==> config.mk <==
export PLATFORM = sky130hd
export DESIGN_NAME = serial_pe_ctrl
export DESIGN_NICKNAME = d
export VERILOG_FILES = /design/src/rtl/pe_ctrl_pkg.sv /design/src/rtl/serial_pe_ctrl.sv
export SDC_FILE = /design/constraint.sdc
export NUM_CORES = 1
export LEC_CHECK = 0
export ABC_AREA = 1
export ABC_CLOCK_PERIOD_IN_PS = 4100
export BUFFER_PORTS_ARGS = -buffer_cell sky130_fd_sc_hd__buf_2
export CAP_MARGIN = 25
export CORE_MARGIN = 3
export CORE_UTILIZATION = 35
export DETAILED_ROUTE_END_ITERATION = 6
export MAX_ROUTING_LAYER = met4
export PLACE_DENSITY = 0.59
export SETUP_SLACK_MARGIN = 0.3
export SLEW_MARGIN = 20
export SYNTH_ARGS = -nofsm -noshare
export SYNTH_HDL_FRONTEND = slang
export SYNTH_SLANG_ARGS = --single-unit
==> constraint.sdc <==
create_clock -name clk -period 4.1 [get_ports clk]
set_input_delay 0 -clock clk [delete_from_list [all_inputs] [get_ports clk]]
set_output_delay 0 -clock clk [all_outputs]
set_load 0.02 [all_outputs]
==> src/rtl/pe_ctrl_pkg.sv <==
// Shared definitions for the serial PE controller: FSM encoding, PE control
// bit positions, SRAM read latency and the issue-side tag carried to the PE.
package pe_ctrl_pkg;

  typedef enum logic [1:0] {
    IDLE  = 2'd0,
    RUN   = 2'd1,
    DRAIN = 2'd2,
    DONE  = 2'd3
  } state_t;

  localparam int unsigned CTL_W     = 2;
  localparam int unsigned CTL_FIRST = 0;
  localparam int unsigned CTL_LAST  = 1;
  localparam int unsigned RD_LAT    = 1;

  // Per-element control captured at issue time, delayed to meet read data.
  typedef struct packed {
    logic             vld;
    logic [CTL_W-1:0] ctl;
  } issue_tag_t;

endpackage

==> src/rtl/serial_pe_ctrl.sv <==
// Sequences one serial PE through a fully-connected layer: streams vec_len
// (neuron, weight) pairs per output from two single-port SRAMs, marks the
// first/last element for the PE and writes each finished sum to the output
// buffer.
// Ports:
//   clk, rst_n          clock, async active-low reset
//   start/busy/done     layer handshake with the top controller
//   vec_len, out_num    layer shape, sampled on an accepted start
//   nram_*/wram_*       neuron / weight SRAM read ports (latency RD_LAT)
//   pe_*                PE operand, control and result interface
//   out_we/addr/data    output buffer write port
module serial_pe_ctrl
  import pe_ctrl_pkg::*;
#(
  parameter int unsigned DW    = 16,
  parameter int unsigned LEN_W = 10,
  parameter int unsigned OUT_W = 8,
  parameter int unsigned NA_W  = 10,
  parameter int unsigned WA_W  = 18
) (
  input  logic             clk,
  input  logic             rst_n,
  input  logic             start,
  input  logic [LEN_W-1:0] vec_len,
  input  logic [OUT_W-1:0] out_num,
  output logic             busy,
  output logic             done,
  output logic             nram_en,
  output logic [NA_W-1:0]  nram_addr,
  input  logic [DW-1:0]    nram_rdata,
  output logic             wram_en,
  output logic [WA_W-1:0]  wram_addr,
  input  logic [DW-1:0]    wram_rdata,
  output logic [DW-1:0]    pe_neuron,
  output logic [DW-1:0]    pe_weight,
  output logic [CTL_W-1:0] pe_ctl,
  output logic             pe_vld_i,
  input  logic [31:0]      pe_result,
  input  logic             pe_vld_o,
  output logic             out_we,
  output logic [OUT_W-1:0] out_addr,
  output logic [31:0]      out_data
);

  state_t           state;
  logic [LEN_W-1:0] len_q, i;
  logic [OUT_W-1:0] num_q, o;
  logic [WA_W-1:0]  w;
  logic             last_elem_c, last_out_c, last_write_c;
  issue_tag_t       tag_c, tag_q;

  assign last_elem_c  = (i == len_q - LEN_W'(1));
  assign last_out_c   = (o == num_q - OUT_W'(1));
  assign last_write_c = out_we && (out_addr == num_q - OUT_W'(1));

  // Issue counters double as SRAM addresses; w walks the row-major weights.
  assign nram_addr = NA_W'(i);
  assign wram_addr = w;

  // Control for the element issued this cycle; zero when nothing is issued.
  always_comb begin
    tag_c                = '0;
    tag_c.vld            = nram_en;
    tag_c.ctl[CTL_FIRST] = nram_en && (i == '0);
    tag_c.ctl[CTL_LAST]  = nram_en && last_elem_c;
  end

  // Delay issue control by the SRAM read latency.
  if (RD_LAT <= 1) begin : g_lat1
    always_ff @(posedge clk or negedge rst_n) begin
      if (!rst_n) tag_q <= '0;
      else        tag_q <= tag_c;
    end
  end else begin : g_latn
    localparam int unsigned TW = $bits(issue_tag_t);
    logic [RD_LAT*TW-1:0] sr;
    always_ff @(posedge clk or negedge rst_n) begin
      if (!rst_n) sr <= '0;
      else        sr <= {sr[(RD_LAT-1)*TW-1:0], tag_c};
    end
    assign tag_q = sr[RD_LAT*TW-1 -: TW];
  end

  assign pe_vld_i = tag_q.vld;
  assign pe_ctl   = tag_q.ctl;

  // Operands only presented while valid so the PE port is quiet otherwise.
  assign pe_neuron = pe_vld_i ? nram_rdata : '0;
  assign pe_weight = pe_vld_i ? wram_rdata : '0;

  assign out_we   = pe_vld_o;
  assign out_data = pe_result;

  // Layer sequencer with registered handshake and read enables.
  always_ff @(posedge clk or negedge rst_n) begin
    if (!rst_n) begin
      state    <= IDLE;
      len_q    <= '0;
      num_q    <= '0;
      i        <= '0;
      o        <= '0;
      w        <= '0;
      nram_en  <= 1'b0;
      wram_en  <= 1'b0;
      busy     <= 1'b0;
      done     <= 1'b0;
      out_addr <= '0;
    end else begin
      done <= 1'b0;
      if (out_we) out_addr <= out_addr + OUT_W'(1);
      case (state)
        IDLE: begin
          if (start) begin
            len_q    <= vec_len;
            num_q    <= out_num;
            i        <= '0;
            o        <= '0;
            w        <= '0;
            out_addr <= '0;
            if ((vec_len == '0) || (out_num == '0)) begin
              state <= DONE;
              done  <= 1'b1;
            end else begin
              state   <= RUN;
              busy    <= 1'b1;
              nram_en <= 1'b1;
              wram_en <= 1'b1;
            end
          end
        end
        RUN: begin
          w <= w + WA_W'(1);
          if (last_elem_c) begin
            i <= '0;
            o <= o + OUT_W'(1);
            if (last_out_c) begin
              state   <= DRAIN;
              nram_en <= 1'b0;
              wram_en <= 1'b0;
            end
          end else begin
            i <= i + LEN_W'(1);
          end
        end
        DRAIN: begin
          if (last_write_c) begin
            state <= DONE;
            busy  <= 1'b0;
            done  <= 1'b1;
          end
        end
        DONE:    state <= IDLE;
        default: state <= IDLE;
      endcase
    end
  end

endmodule

# Word level (Yosys, flattened, before mapping)
# Index checks and enable logic that the tools add are counted.
# totals
register_bits	70
in_bits	86
word_cells	75
# classes
add_sub_neg	6
n_eq_ne	11
n_mux	30
reduce_logical	16
# op_table
operator	n
2-to-1 mux 8 bit	5
case mux 18 bit (2 select lines)	1
2-to-1 mux 16 bit	2
logical NOT 10 bit	2
2-to-1 mux 10 bit	2
case mux 10 bit (2 select lines)	1
adder 18 x 1 -> 18 bit, second input constant	1
2-to-1 mux 18 bit	1
adder 8 x 1 -> 8 bit, second input constant	2
== test 8 bit	2
case mux 8 bit (2 select lines)	1
adder 10 x 1 -> 10 bit, second input constant	1
== test 10 bit	1
2-to-1 mux 2 bit	5
inequality test 2 bit, second input constant	5
subtractor 10 x 1 -> 10 bit, second input constant	1
logical NOT 8 bit	1
2-to-1 mux 1 bit	8
case mux 2 bit (4 select lines)	1
AND reduction 4 bit	2
subtractor 8 x 1 -> 8 bit, second input constant	1
case mux 1 bit (2 select lines)	3
AND reduction 5 bit	1
== test 2 bit, second input constant	2
other kinds (7)	11

# Depth between registers and ports, before layout
# logic_depth
ltp_word	5
depth_mapped	17
mapped_depth_nobuf	16

# Worst setup path after synthesis
# Ideal clock, no wire load.
# synth_path
kind	reg-to-reg
from	register num_q[0]
to	register state[0]
setup_time_ps	116
t_arrival_ps	1751
path_slack_ps	2232
path_stages_with_launch	17
n_path_buf	1
path_cell_list	dfrtp_1 inv_2 ha_1 buf_2 inv_1 nand2_1 nand2_1 nand2_1 nand2_1 nor2_1 nand2_1 nor2_1 nand3_1 a21oi_1 nand2_1 nand2_1 nand2_1
# synth_between
elab_chain_cells	5
elab_cells_between_ends	7
classes_between	1 x add/sub; 4 x eq/ne; 2 x reduce/logical
# synth_lines
element	line_no	rtl
start, declared	serial_pe_ctrl.sv:47	logic [OUT_W-1:0] num_q, o;
start signal, assigned	serial_pe_ctrl.sv:115	num_q <= out_num;
subtractor 8 x 1 -> 8 bit *	serial_pe_ctrl.sv:53, serial_pe_ctrl.sv:54	
== test 8 bit	serial_pe_ctrl.sv:54	assign last_write_c = out_we && (out_addr == num_q - OUT_W'(1));
logical AND 1 bit	serial_pe_ctrl.sv:54	
inequality test 2 bit (no line)	--	
AND reduction 4 bit (no line) *	--	
end signal, assigned	serial_pe_ctrl.sv:97	state <= IDLE;
end signal, assigned	serial_pe_ctrl.sv:121	state <= DONE;
end signal, assigned	serial_pe_ctrl.sv:124	state <= RUN;
end, declared	serial_pe_ctrl.sv:45	state_t state;
# Mark *: on every way between the ends. The rest lies on a longest branch, timed or not.
# A chain may end at the register's enable or synchronous reset.

# Final worst setup path
# layout_path
from	register state[1]
to	register w[9] (netlist: wram_addr[9])
# layout_between
elab_chain_cells	3
elab_cells_between_ends	6
classes_between	2 x eq/ne; 1 x mux; 3 x reduce/logical
# layout_lines
element	line_no	rtl
== test 2 x 1 -> 1 bit or logical NOT 2 bit (tied branches)	serial_pe_ctrl.sv:111	case (state)
nonzero test 2 bit (no line) or inequality test 2 bit (tied branches)	--	
AND reduction 2 bit (no line)	--	
end signal, assigned	serial_pe_ctrl.sv:132	w <= w + WA_W'(1);
end, declared	serial_pe_ctrl.sv:48	logic [WA_W-1:0] w;
# Several ways; a longest one is shown, not always the timed one.

==> metrics.md <==
| Metric | Value |
|---|---|
| Status | completed |
| DRC violations left | 0 |
| Total gr overflow | 0 |
| Number of flops mapped to enable cells by yosys | 0 |
| Placed cell areas | 0.00538 mm^2 |
| Tightest Hold Check Type | input port to output port |
| Final worst path period need | 2660 ps |
| Area share of the largest cell type after synthesis | 36.5% |
| Clock Tree Root | clkbuf_16 |
| Area Growth Syn to Fin | 22.2% |
| Post-synthesis sequential area ratio | 36.5% |
| Req. time, crit path | 4320 ps |
| Syn Inst Count | 716 |
| Worst Path Class, Setup | flip-flop to flip-flop |
| Deepest clock path buffer count | 2 |
| Postcts setup bufs | 0 |
| Commonest cells in the netlist | nand2_1, inv_1, dfrtp_1, nor2_1, nand3_1 |
| Die height | 123 um |
| Placed insts | 977 |
| Area contributors post-synth | dfrtp_1, nand2_1, inv_1 |
| Design Area, Final | 0.00587 mm^2 |
| P_leak | 0.00335 uW |
| Die width | 123 um |
| CP cell instances | inv_1 -> ha_1 -> inv_2 -> o21ai_2 -> nand2_1 -> inv_1 -> nand2_1 -> nor3_2 -> nand3_1 -> nand2_1 -> o21ai_0 -> o21ai_0 -> inv_1 |
| # H-tree levels | 3 |
| Critical Path Max Stage Delay | 530 ps |
| Die area | 0.0152 mm^2 |
| Max_cap viols | 0 |
| Max VDD drop | 336 uV |
| Total core area | 0.0133 mm^2 |
| Switching pwr | 1620 uW |
| Flop pwr share | 30.7% |
| Logic pwr share | 47.5% |
| GRT Util Overall | 17.7% |
| Pwr per Cell Area | 601 mW/mm^2 |
| Dominant synthesized flop cell | dfrtp_1 |
| CTS resizes | 0 |
| Final #Nets | 928 |
| CP Buf/Inv Count | 4 |
| DR vias | 4,583 |
| Post-route antenna net violation count | 0 |
| # port buffers | 129 |
| Net Sw Frac | 46.0% |
| CP Max Fanout | 16 |
| Synthesized flop and latch total | 70 |
| Layout Utilization | 44.0% |
| Slew headroom | 40.6% |
| Syn avg cell area | 6.71 um^2 |
| CTS buffer count | 9 |
| Clock power frac | 21.8% |
| Post-Syn Area | 0.00480 mm^2 |
| Non-Filler Instances | 1,012 |
| Setup TNS | 0 ps |
| # hold bufs at CTS | 20 |
| Final setup fails | 0 |
| Pint | 1900 uW |
| Final clock skew | 10.4 ps |
| Layout cells sized above 1 | 19.4% |
| FMAX | 0.376 GHz |
| Post-DP HPWL | 9.54 mm |
| Antenna violations before repair | 0 |
| Ys async rst share | 100% |
| Tcrit/Tclk final | 64.8% |
| Slew @ Worst Pin | 891 ps |
| Slowest-stage cell, CP | o21ai_2 |
| CP Launch Type | flip-flop |
| Routed WL | 12.4 mm |
| # diodes | 0 |
| RSZ-0062 raised after global routing | no |
| CP delay by family, top | compound AO/OA/AOI/OAI gates |
| Synth cell types | 31 |
| 1st-iter DRT viols | 298 |
| Routed len/inst | 12.3 um |
| Final Hold Fails | 0 |
| CP Data Arrival Time | 2880 ps |
| Clk sinks | 70 |
| Largest net degree at the start of global routing | 48 |
| Top Ports | 194 |
| Most frequent cell after synthesis | nand2_1 |
| Row count | 42 |
| Cell taking the most area after synthesis | dfrtp_1 |
| Synthesized Nets | 812 |
| CTS tree | yes |
| Fillers | 1,405 |
| Drt pass-1 iters | 4 |
| Yosys warning count | 0 |
| Vias in the first global route | 4,337 |
| Clock-pin slew of the registers on the worst-case setup and hold paths | 60 ps |
| Critical Path Sink Type | flip-flop |
| Fin. max-slew vios | 0 |
| Worst-skew pair later-pin latency | 330 ps |
| Initial Util | 36.0% |
| Via density | 4.53 |
| First-pass GRT wire length | 20.8 mm |
| GP Congestion | 0.795 |
path summary, 6_finish.rpt:
path                                 startpoint                       end  slack [ps]  cells past startpoint
max reg2reg                state[1]$_DFFE_PN0P_  wram_addr[9]$_DFFE_PN0P_        1440                     13
min                               pe_result[20]              out_data[20]       0.009                      0
max in group asynchronous                 rst_n          o[5]$_DFFE_PN0P_        2870                      3
min in group asynchronous                 rst_n     out_addr[4]$_DFF_PN0_         200                      2
max                        state[1]$_DFFE_PN0P_  wram_addr[9]$_DFFE_PN0P_        1440                     13
min reg2reg                state[0]$_DFFE_PN0P_      state[0]$_DFFE_PN0P_         500                      2
cell usage in the layout (no fill, tap or decap), drive strengths merged, types with 5 or more instances in the layout:
cell type,instances
nand2,193
buf,132
inv,131
nor2,72
dfrtp,70
nand3,62
o21ai,52
dlygate4sd3,20
xor2,18
a21oi,15
nor3,15
nand4,13
clkbuf,11
ha,10
nor4,5
power groups by stage:
stage	combinational, uW	clock (uW)	sequential, uW
after floorplan	1280	0	1070
after global placement	1670	0	1100
after detailed placement	1670	0	1100
after CTS	1690	789	1090
after global routing	1970	827	1120
final	1680	767	1080
cell type report:
class / instances / area, um^2 / share of cell area [%]
Timing Repair Buffer: 152 / 868 / 14.8
Clock inverter: 4 / 47.5 / 0.810
Inverter: 132 / 495 / 8.45
Tap cell: 176 / 220 / 3.75
Sequential cell: 70 / 1750 / 29.9
Multi-Input combinational cell: 467 / 2240 / 38.2
Clock buffer: 11 / 243 / 4.14
through the flow:
| stage | power (uW) | hold slack, ps | worst slack (ps) |
|---|---|---|---|
| detailed placement | 2770 | 0.137 | 1430 |
| finish | 3530 | 0.00886 | 1440 |
| global placement | 2770 | 0.137 | 1560 |
| global route | 3920 | 0.0537 | 1070 |
| floorplan | 2350 | -296 | 2230 |
| CTS | 3570 | 0.137 | 1410 |
worst reg2reg max path, cell delays in order (launching register included):
cell and delay [ps]:
dfrtp_1 390, inv_1 80, ha_1 390, inv_2 140
o21ai_2 530, nand2_1 220, inv_1 110, nand2_1 80
nor3_2 170, nand3_1 120, nand2_1 100, o21ai_0 90
o21ai_0 80, inv_1 50
state kept, by name, summed over array words and instances, names as in the netlist, 2 cells and up:
name / cells
o: 8
len_q: 10
nram_addr: 10
num_q: 8
state: 2
wram_addr: 18
pe_ctl: 2
out_addr: 8
logic make-up (layout without fill, tap and decap cells):
| kind of cell | count (synthesis) | after routing | share of synthesized area [%] |
|---|---|---|---|
| simple gates | 364 | 364 | 32.5 |
| buf+inv | 179 | 299 | 16.9 |
| compound gates | 72 | 72 | 7.76 |
| flops | 70 | 70 | 36.5 |
| xor+xnor | 21 | 21 | 3.83 |
| fa+ha+maj | 10 | 10 | 2.61 |
per-layer routing:
layer / track usage, % / vias up / share of wire, %
met5: - / - / 0
met4: 5.74 / 0 / 1.2
met3: 3.43 / 18 / 5.3
met2: 27.9 / 105 / 48
met1: 22.9 / 2028 / 46
li1: - / 2432 / -
No activity file was read; power rests on OpenSTA's default activity.
